===== config.mk =====
export PLATFORM = sky130hd
export DESIGN_NAME = mul4_shift_add
export DESIGN_NICKNAME = d
export VERILOG_FILES = /design/src/rtl/mul4_shift_add.sv
export SDC_FILE = /design/constraint.sdc
export NUM_CORES = 1
export LEC_CHECK = 0
export CORE_MARGIN = 4
export CORE_UTILIZATION = 43
export DETAILED_ROUTE_END_ITERATION = 10
export PLACE_DENSITY = 0.68
export SKIP_LAST_GASP = 1
export SLEW_MARGIN = 0
export SYNTH_ARGS = -nofsm -noshare
export SYNTH_HDL_FRONTEND = slang
export SYNTH_SLANG_ARGS = --single-unit

===== constraint.sdc =====
create_clock -name clk -period 5.5 [get_ports clk]
set_clock_uncertainty 0.2 [all_clocks]
set_input_delay 0.825 -clock clk [delete_from_list [all_inputs] [get_ports clk]]
set_output_delay 0.825 -clock clk [all_outputs]
set_load 0.03 [all_outputs]

===== src/rtl/mul4_shift_add.sv =====
`default_nettype none
// ============================================================================
// Module   : mul4_shift_add
// Brief    : Sequential unsigned shift-add multiplier with start/done handshake.
// Revision : 1.0 - initial release
// ============================================================================
module mul4_shift_add #(
  parameter int WIDTH = 4
) (
  input  logic               clk,
  input  logic               reset,
  input  logic               start,
  input  logic [WIDTH-1:0]   a,
  input  logic [WIDTH-1:0]   b,
  output logic               busy,
  output logic               done,
  output logic [2*WIDTH-1:0] product
);

  localparam int CW = (WIDTH > 1) ? $clog2(WIDTH) : 1;

  localparam logic [1:0]    c_IDLE = 2'd0;
  localparam logic [1:0]    c_RUN  = 2'd1;
  localparam logic [1:0]    c_DONE = 2'd2;
  localparam logic [CW-1:0] c_LAST = CW'(WIDTH - 1);

  logic [1:0]       r_state;
  logic [1:0]       w_state_next;
  logic [WIDTH-1:0] r_m;
  logic [WIDTH-1:0] r_a;
  logic [WIDTH-1:0] r_q;
  logic             r_c;
  logic [CW-1:0]    r_cnt;

  logic [WIDTH-1:0] w_addend;
  logic [WIDTH:0]   w_sum;
  logic [WIDTH-1:0] w_a_next;
  logic [WIDTH-1:0] w_q_next;
  logic             w_accept;
  logic             w_last;

  // Operand mux feeding the adder: multiplicand or zero, selected by Q[0].
  assign w_addend = r_q[0] ? r_m : '0;
  assign w_sum    = {r_c, r_a} + {1'b0, w_addend};
  // Shift {C,A,Q} right by one with 0 entering C.
  assign w_a_next = w_sum[WIDTH:1];
  assign w_q_next = {w_sum[0], r_q[WIDTH-1:1]};

  assign w_accept = (r_state == c_IDLE) && start;
  assign w_last   = (r_state == c_RUN) && (r_cnt == c_LAST);

  always_ff @(posedge clk) begin
    if (reset) begin
      r_state <= c_IDLE;
    end else begin
      r_state <= w_state_next;
    end
  end

  always_comb begin
    w_state_next = r_state;
    case (r_state)
      c_IDLE:  if (start) w_state_next = c_RUN;
      c_RUN:   if (r_cnt == c_LAST) w_state_next = c_DONE;
      c_DONE:  w_state_next = c_IDLE;
      default: w_state_next = c_IDLE;
    endcase
  end

  always_comb begin
    busy = 1'b0;
    done = 1'b0;
    case (r_state)
      c_RUN:   busy = 1'b1;
      c_DONE:  done = 1'b1;
      default: ;
    endcase
  end

  always_ff @(posedge clk) begin
    if (reset) begin
      r_m     <= '0;
      r_a     <= '0;
      r_q     <= '0;
      r_c     <= 1'b0;
      r_cnt   <= '0;
      product <= '0;
    end else if (w_accept) begin
      r_m   <= a;
      r_q   <= b;
      r_a   <= '0;
      r_c   <= 1'b0;
      r_cnt <= '0;
    end else if (r_state == c_RUN) begin
      r_a   <= w_a_next;
      r_q   <= w_q_next;
      r_c   <= 1'b0;
      r_cnt <= r_cnt + 1'b1;
      if (w_last) begin
        product <= {w_a_next, w_q_next};
      end
    end
  end

endmodule
`default_nettype wire

---- After elaboration in Yosys (flattened, before gate mapping) ----
Cells that the tools add are included.
word-level totals
  register bits after elaboration ......... 24
  bits of input ports ..................... 11
  output and inout port bits .............. 10
  word-level logic and storage cells ...... 29
cells by class
  add/sub/neg operators ................... 2
  eq/ne operators ......................... 5
  reductions and logical operators ........ 7
  muxes and demuxes ....................... 8
  bitwise logic cells ..................... 1
operators by type and width
  cell                                                                   number
  4-bit 2-to-1 mux                                                       3
  4-bit by 4-bit adder with 5-bit output                                 1
  2-bit equality test, second input constant                             2
  2-bit 2-to-1 mux                                                       2
  2-bit != test, second input constant                                   2
  2-bit case mux with 2 select lines                                     1
  3-bit AND reduction                                                    1
  2-bit by 1-bit adder with 2-bit output, second input constant          1
  2-bit by 1-bit equality test with 1-bit output, second input constant  1
  1-bit logical AND                                                      2
  2-bit logical NOT                                                      1
  1-bit 2-to-1 mux                                                       2
  2-bit AND reduction                                                    1
  2-bit nonzero test                                                     1
  2-bit OR reduction                                                     1
  1-bit inverter                                                         1

---- Depth between registers and ports, before layout ----
  depth after elaboration ................. 4
  mapped depth ............................ 8
  depth with buffers taken out ............ 8

---- Worst setup path before layout ----
No wires, ideal clock.
  kind .................................... register to output
  start ................................... register r_state[0]
  end ..................................... output done
  buffers on the path ..................... 1
  slack ................................... 3.514 ns
  data required time ...................... 4.475 ns
  arrival ................................. 0.961 ns
  cell stages (with the launch flop) ...... 3
  cells stage by stage .................... dfxtp_1 buf_4 nor2b_1
on the way
  longest elaborated chain between the ends .. 2
ends and longest elaborated chain
  what                      line  source
  start: declaration        27    logic [1:0] r_state;
  start signal: assignment  54    r_state <= c_IDLE;
  start signal: assignment  56    r_state <= w_state_next;
  2-bit equality test       73    case (r_state)
  1-bit 2-to-1 mux          73
  end: declaration          16    output logic done,
No other way between the ends.

---- Worst setup path in the final report ----
  start ................................... register r_state[0]
  end ..................................... output busy
on the way
  longest elaborated chain between the ends .. 2
ends and longest elaborated chain
  what                                            line  source
  2-bit by 1-bit equality test with 1-bit output  73
  1-bit 2-to-1 mux                                73
  end: declaration                                15    output logic busy,
No other way between the ends.

==> flow_results.org <==
** Flow run
- MaxCap Viol Count :: 0

** Route
- The first TritonRoute pass finished after 4 iterations.
- Number of DRC markers in iteration 0 :: 11
- Via count of the routed design :: 896
- For this block, the routed nets add up to approximately 2200 um of wire.
- Dividing the detail-routed via count by the number of cells gives 4.95.
- After detailed routing, the number of remaining DRC violations is 0.
- Antenna violation net count after detailed routing :: 0
- After detailed routing, the average wire length per cell comes to 12.2 um.

** Logic synthesis
- Post-synth net total :: 151
- Top flip-flop cell by instance count after synthesis :: dfxtp_1
- A synthesized cell averages 8.62 um^2.
- Post-Syn Area :: 1150 um^2
- Yosys warnings :: 0
- Of the total synthesized cell area, the portion taken by XOR and XNOR cells is 0.0152.
- The synthesized design contains 24 register bits.
- Post-synthesis cell type count :: 30
- Dominant combinational cell family by area after synthesis :: simple AND/OR/NAND/NOR gates
- Compound-gate portion of the synthesized area :: 0.121
- Cell count after synthesis :: 134
- Measured against the total synthesized area, the mux share comes to 0.0347.
- Share of synthesized cell area in full adder, half adder and majority cells :: 0.0715
- Biggest area contributors in the synthesized netlist :: dfxtp_1 42%, nor2_1 7.5%, a21oi_1 6.1%
- For this run, asynchronously set or reset flops after synthesis account for 0.
- dfxtp_1 takes more of the synthesized area than any other cell.
- Simple-gate share of the synthesized area :: 0.274
- The synthesized design contains 0 enable-type register cells.
- The share of the Yosys chip area taken by registers is 0.416.
- Top-area cell type share of the netlist area :: 0.416

** Floorplanning
- During I/O placement, the number of pins put on the boundary was 21.
- The die covers 3580 um^2.
- Core Box Area :: 2520 um^2
- Num rows :: 18
- For this configuration, the core starts out at a cell density of 0.458.
- The die is approximately 60 um wide.
- Die H :: 59.8 um

** Worst setup path
- Required time reported for the critical path endpoint :: 4.47 ns
- WP data arrival :: 1.99 ns
- The worst register-to-register path begins at r_q[0].
- The critical path ends at busy.
- STA classifies the critical path endpoint as a primary output.
- CP startpoint kind :: flip-flop
- Critical Path Fanout Max :: 12
- The most critical setup path has its startpoint at r_state[0].
- R2r setup slk :: 3.57 ns
- The endpoint identified for the worst register-to-register timing path is product[7].
- CP Class :: reg2out
- Length in cells of the worst reg-to-reg path :: 8

** Layout
- Compared with the post-synthesis result, the final layout area differs by 20.4%.
- Registers take ~480 um^2.
- After filler insertion, the fill cell instance count of the layout stands at 249.
- N_diodes :: 0
- Final instance count without filler cells :: around 180
- In the final layout, the share of cells above drive strength 1 is 0.106.
- Commonest non-fill, non-tap cell in the layout :: dfxtp_1
- In the layout the commonest cells are 24 x dfxtp_1, 23 x nor2_1, 20 x clkdlybuf4s50_1, 17 x nand2_1, 14 x a21oi_1.
- The net count of the finished layout is 169.
- Summing all multi-input logic gate instances after layout gives 597 um^2.

** Pwr
- Of the total power, the clock network draws 0.356.
- Of the total power, the share spent switching nets is 0.230.
- Summed over all cells, the static leakage comes to around 0.57 nW.
- Power Internal :: about 0.00028 W
- Sequential fraction of design power :: 0.527
- Dividing total power by cell area gives a power density of 257 nW/um^2.
- Worst-case vdd ir drop :: 0.174 mV
- Of the total power, combinational logic draws 0.117.
- P_sw :: 0.0000821 W

** Placed design
- Final GP Congestion :: 0.792
- After legalization and detailed placement, the total HPWL measured 1720 um.
- Placed cells :: roughly 180
- Buffers added on ports :: 20

** Global routing
- Congestion Overflow GR :: 0
- The initial antenna violation count was 0.
- Wire length of the first global-routing pass :: about 3700 um
- Entering global routing, the biggest net connects 20 pins.
- GRT Total Usage :: 0.136
- Vias in the first global route :: around 860

** Clock tree
- The number of setup buffers added after CTS is 0.
- Number of buffers between clock root and the deepest sink :: 2
- Hold repair after CTS inserted 0 buffers.
- CTS tree :: built
- The tree built by TritonCTS fans out to 24 sinks.
- Buffers inserted during clock tree synthesis total 3.
- CTS Root Cell :: clkbuf_4
- Clock transition at the registers of the reported paths :: 0.13 ns
- The clock reaches the later pin of the worst-skew pair after 0.31 ns.
- After clock tree synthesis, the repair step resized 0 gates.
- CTS built an H-tree with a depth of 1.

** STA
- Setup repair after global routing left no endpoint under its margin.
- At the pin with the least slew margin, the transition time is approximately 0.71 ns.
- Fin crit share :: 0.548
- Setup Total Neg Slack :: 0 ns
- Time the final worst path needs with I/O delays and setup :: 3.02 ns
- Tightest slew margin relative to the limit :: 0.525
- Achievable clock frequency :: 332 MHz
- Final Hold Violating Endpoints :: 0
- Slew Limit Fails :: 0
- Number of setup violations in the final report :: 0

** Worst hold path
- In this run the worst hold path is classified as reg2reg.

** Status
- The flow ran to the end, and the final reports show no timing, DRC or antenna violations.
cell type report:
cell class / count / share of cell area
Inverter: 6 / 0.0162
Multi-Input combinational cell: 97 / 0.429
Tap cell: 30 / 0.0270
Clock buffer: 3 / 0.0162
Timing Repair Buffer: 20 / 0.144
Sequential cell: 24 / 0.346
Clock inverter: 1 / 0.0216
synthesized netlist by cell type (2+ instances only):
master,number
a211oi_2,4
a21o_1,2
a21oi_1,14
and2_1,3
buf_2,2
buf_6,3
dfxtp_1,24
ha_1,5
inv_1,5
mux2i_1,4
nand2_1,17
nand3_1,2
nor2_1,23
nor2_2,3
nor2b_1,4
nor3_1,4
xnor2_1,2
power by group through the flow:
stage / sequential [W] / combinational, W / clock, W
6_report: 0.000188 / 0.0000418 / 0.000127
5_1_grt: 0.000189 / 0.0000468 / 0.000139
4_1_cts: 0.000188 / 0.0000422 / 0.000130
3_5_place_dp: 0.000192 / 0.0000420 / 0
3_3_place_gp: 0.000192 / 0.0000414 / 0
2_1_floorplan: 0.000189 / 0.0000326 / 0
through the flow:
step           setup WS [ns]  hold slack (ns)  utilization  area [um^2]  power (W)
2_1_floorplan           3.51            0.240            -         1150   0.000222
3_3_place_gp            2.90            0.243        0.530         1340   0.000233
3_5_place_dp            2.87            0.250        0.530         1340   0.000234
4_1_cts                 2.49            0.268        0.551         1390   0.000361
5_1_grt                 2.37            0.293        0.551         1390   0.000375
6_report                2.48            0.267        0.551         1390   0.000357
worst min-delay path by stage:
stage	startpoint	to	slack [ns]	cells after the start
after floorplan	r_cnt[1]	r_cnt[1]	0.24	2
after global placement	product[2]	product[2]	0.24	2
after detailed placement	product[5]	product[5]	0.25	2
after CTS	product[0]	product[0]	0.27	2
after global routing	product[2]	product[2]	0.29	2
final	product[0]	product[0]	0.27	2
flip-flops by register name (all words and copies together), names as in the netlist:
name and count:
r_state 2, r_m 4, r_cnt 2, r_q 4, r_a 4, product 8
cells by family (layout without fill, tap and decap cells):
logic type | Yosys count | in the layout
flip-flops | 24 | 24
buffers and inverters | 13 | 30
AND/OR/NAND/NOR | 64 | 64
AO/OA/AOI/OAI | 21 | 21
adder cells (fa/ha/maj) | 6 | 6
XOR/XNOR | 2 | 2
multiplexers | 4 | 4
metal layers:
| metal | share of wire | wire length [um] | track usage |
|---|---|---|---|
| met3 | 0.037 | 82 | 0.0346 |
| met5 | 0 | 0 | 0 |
| met2 | 0.48 | 1060 | 0.218 |
| met4 | 0.011 | 24 | 0.0506 |
| met1 | 0.47 | 1040 | 0.175 |
critical path, cell delays in order (launching register included):
cell             delay [ns]
dfxtp_1                0.66
nand2b_4               0.12
inv_2                  0.20
clkdlybuf4s50_1        0.71
(Power assumes the default switching activity.)
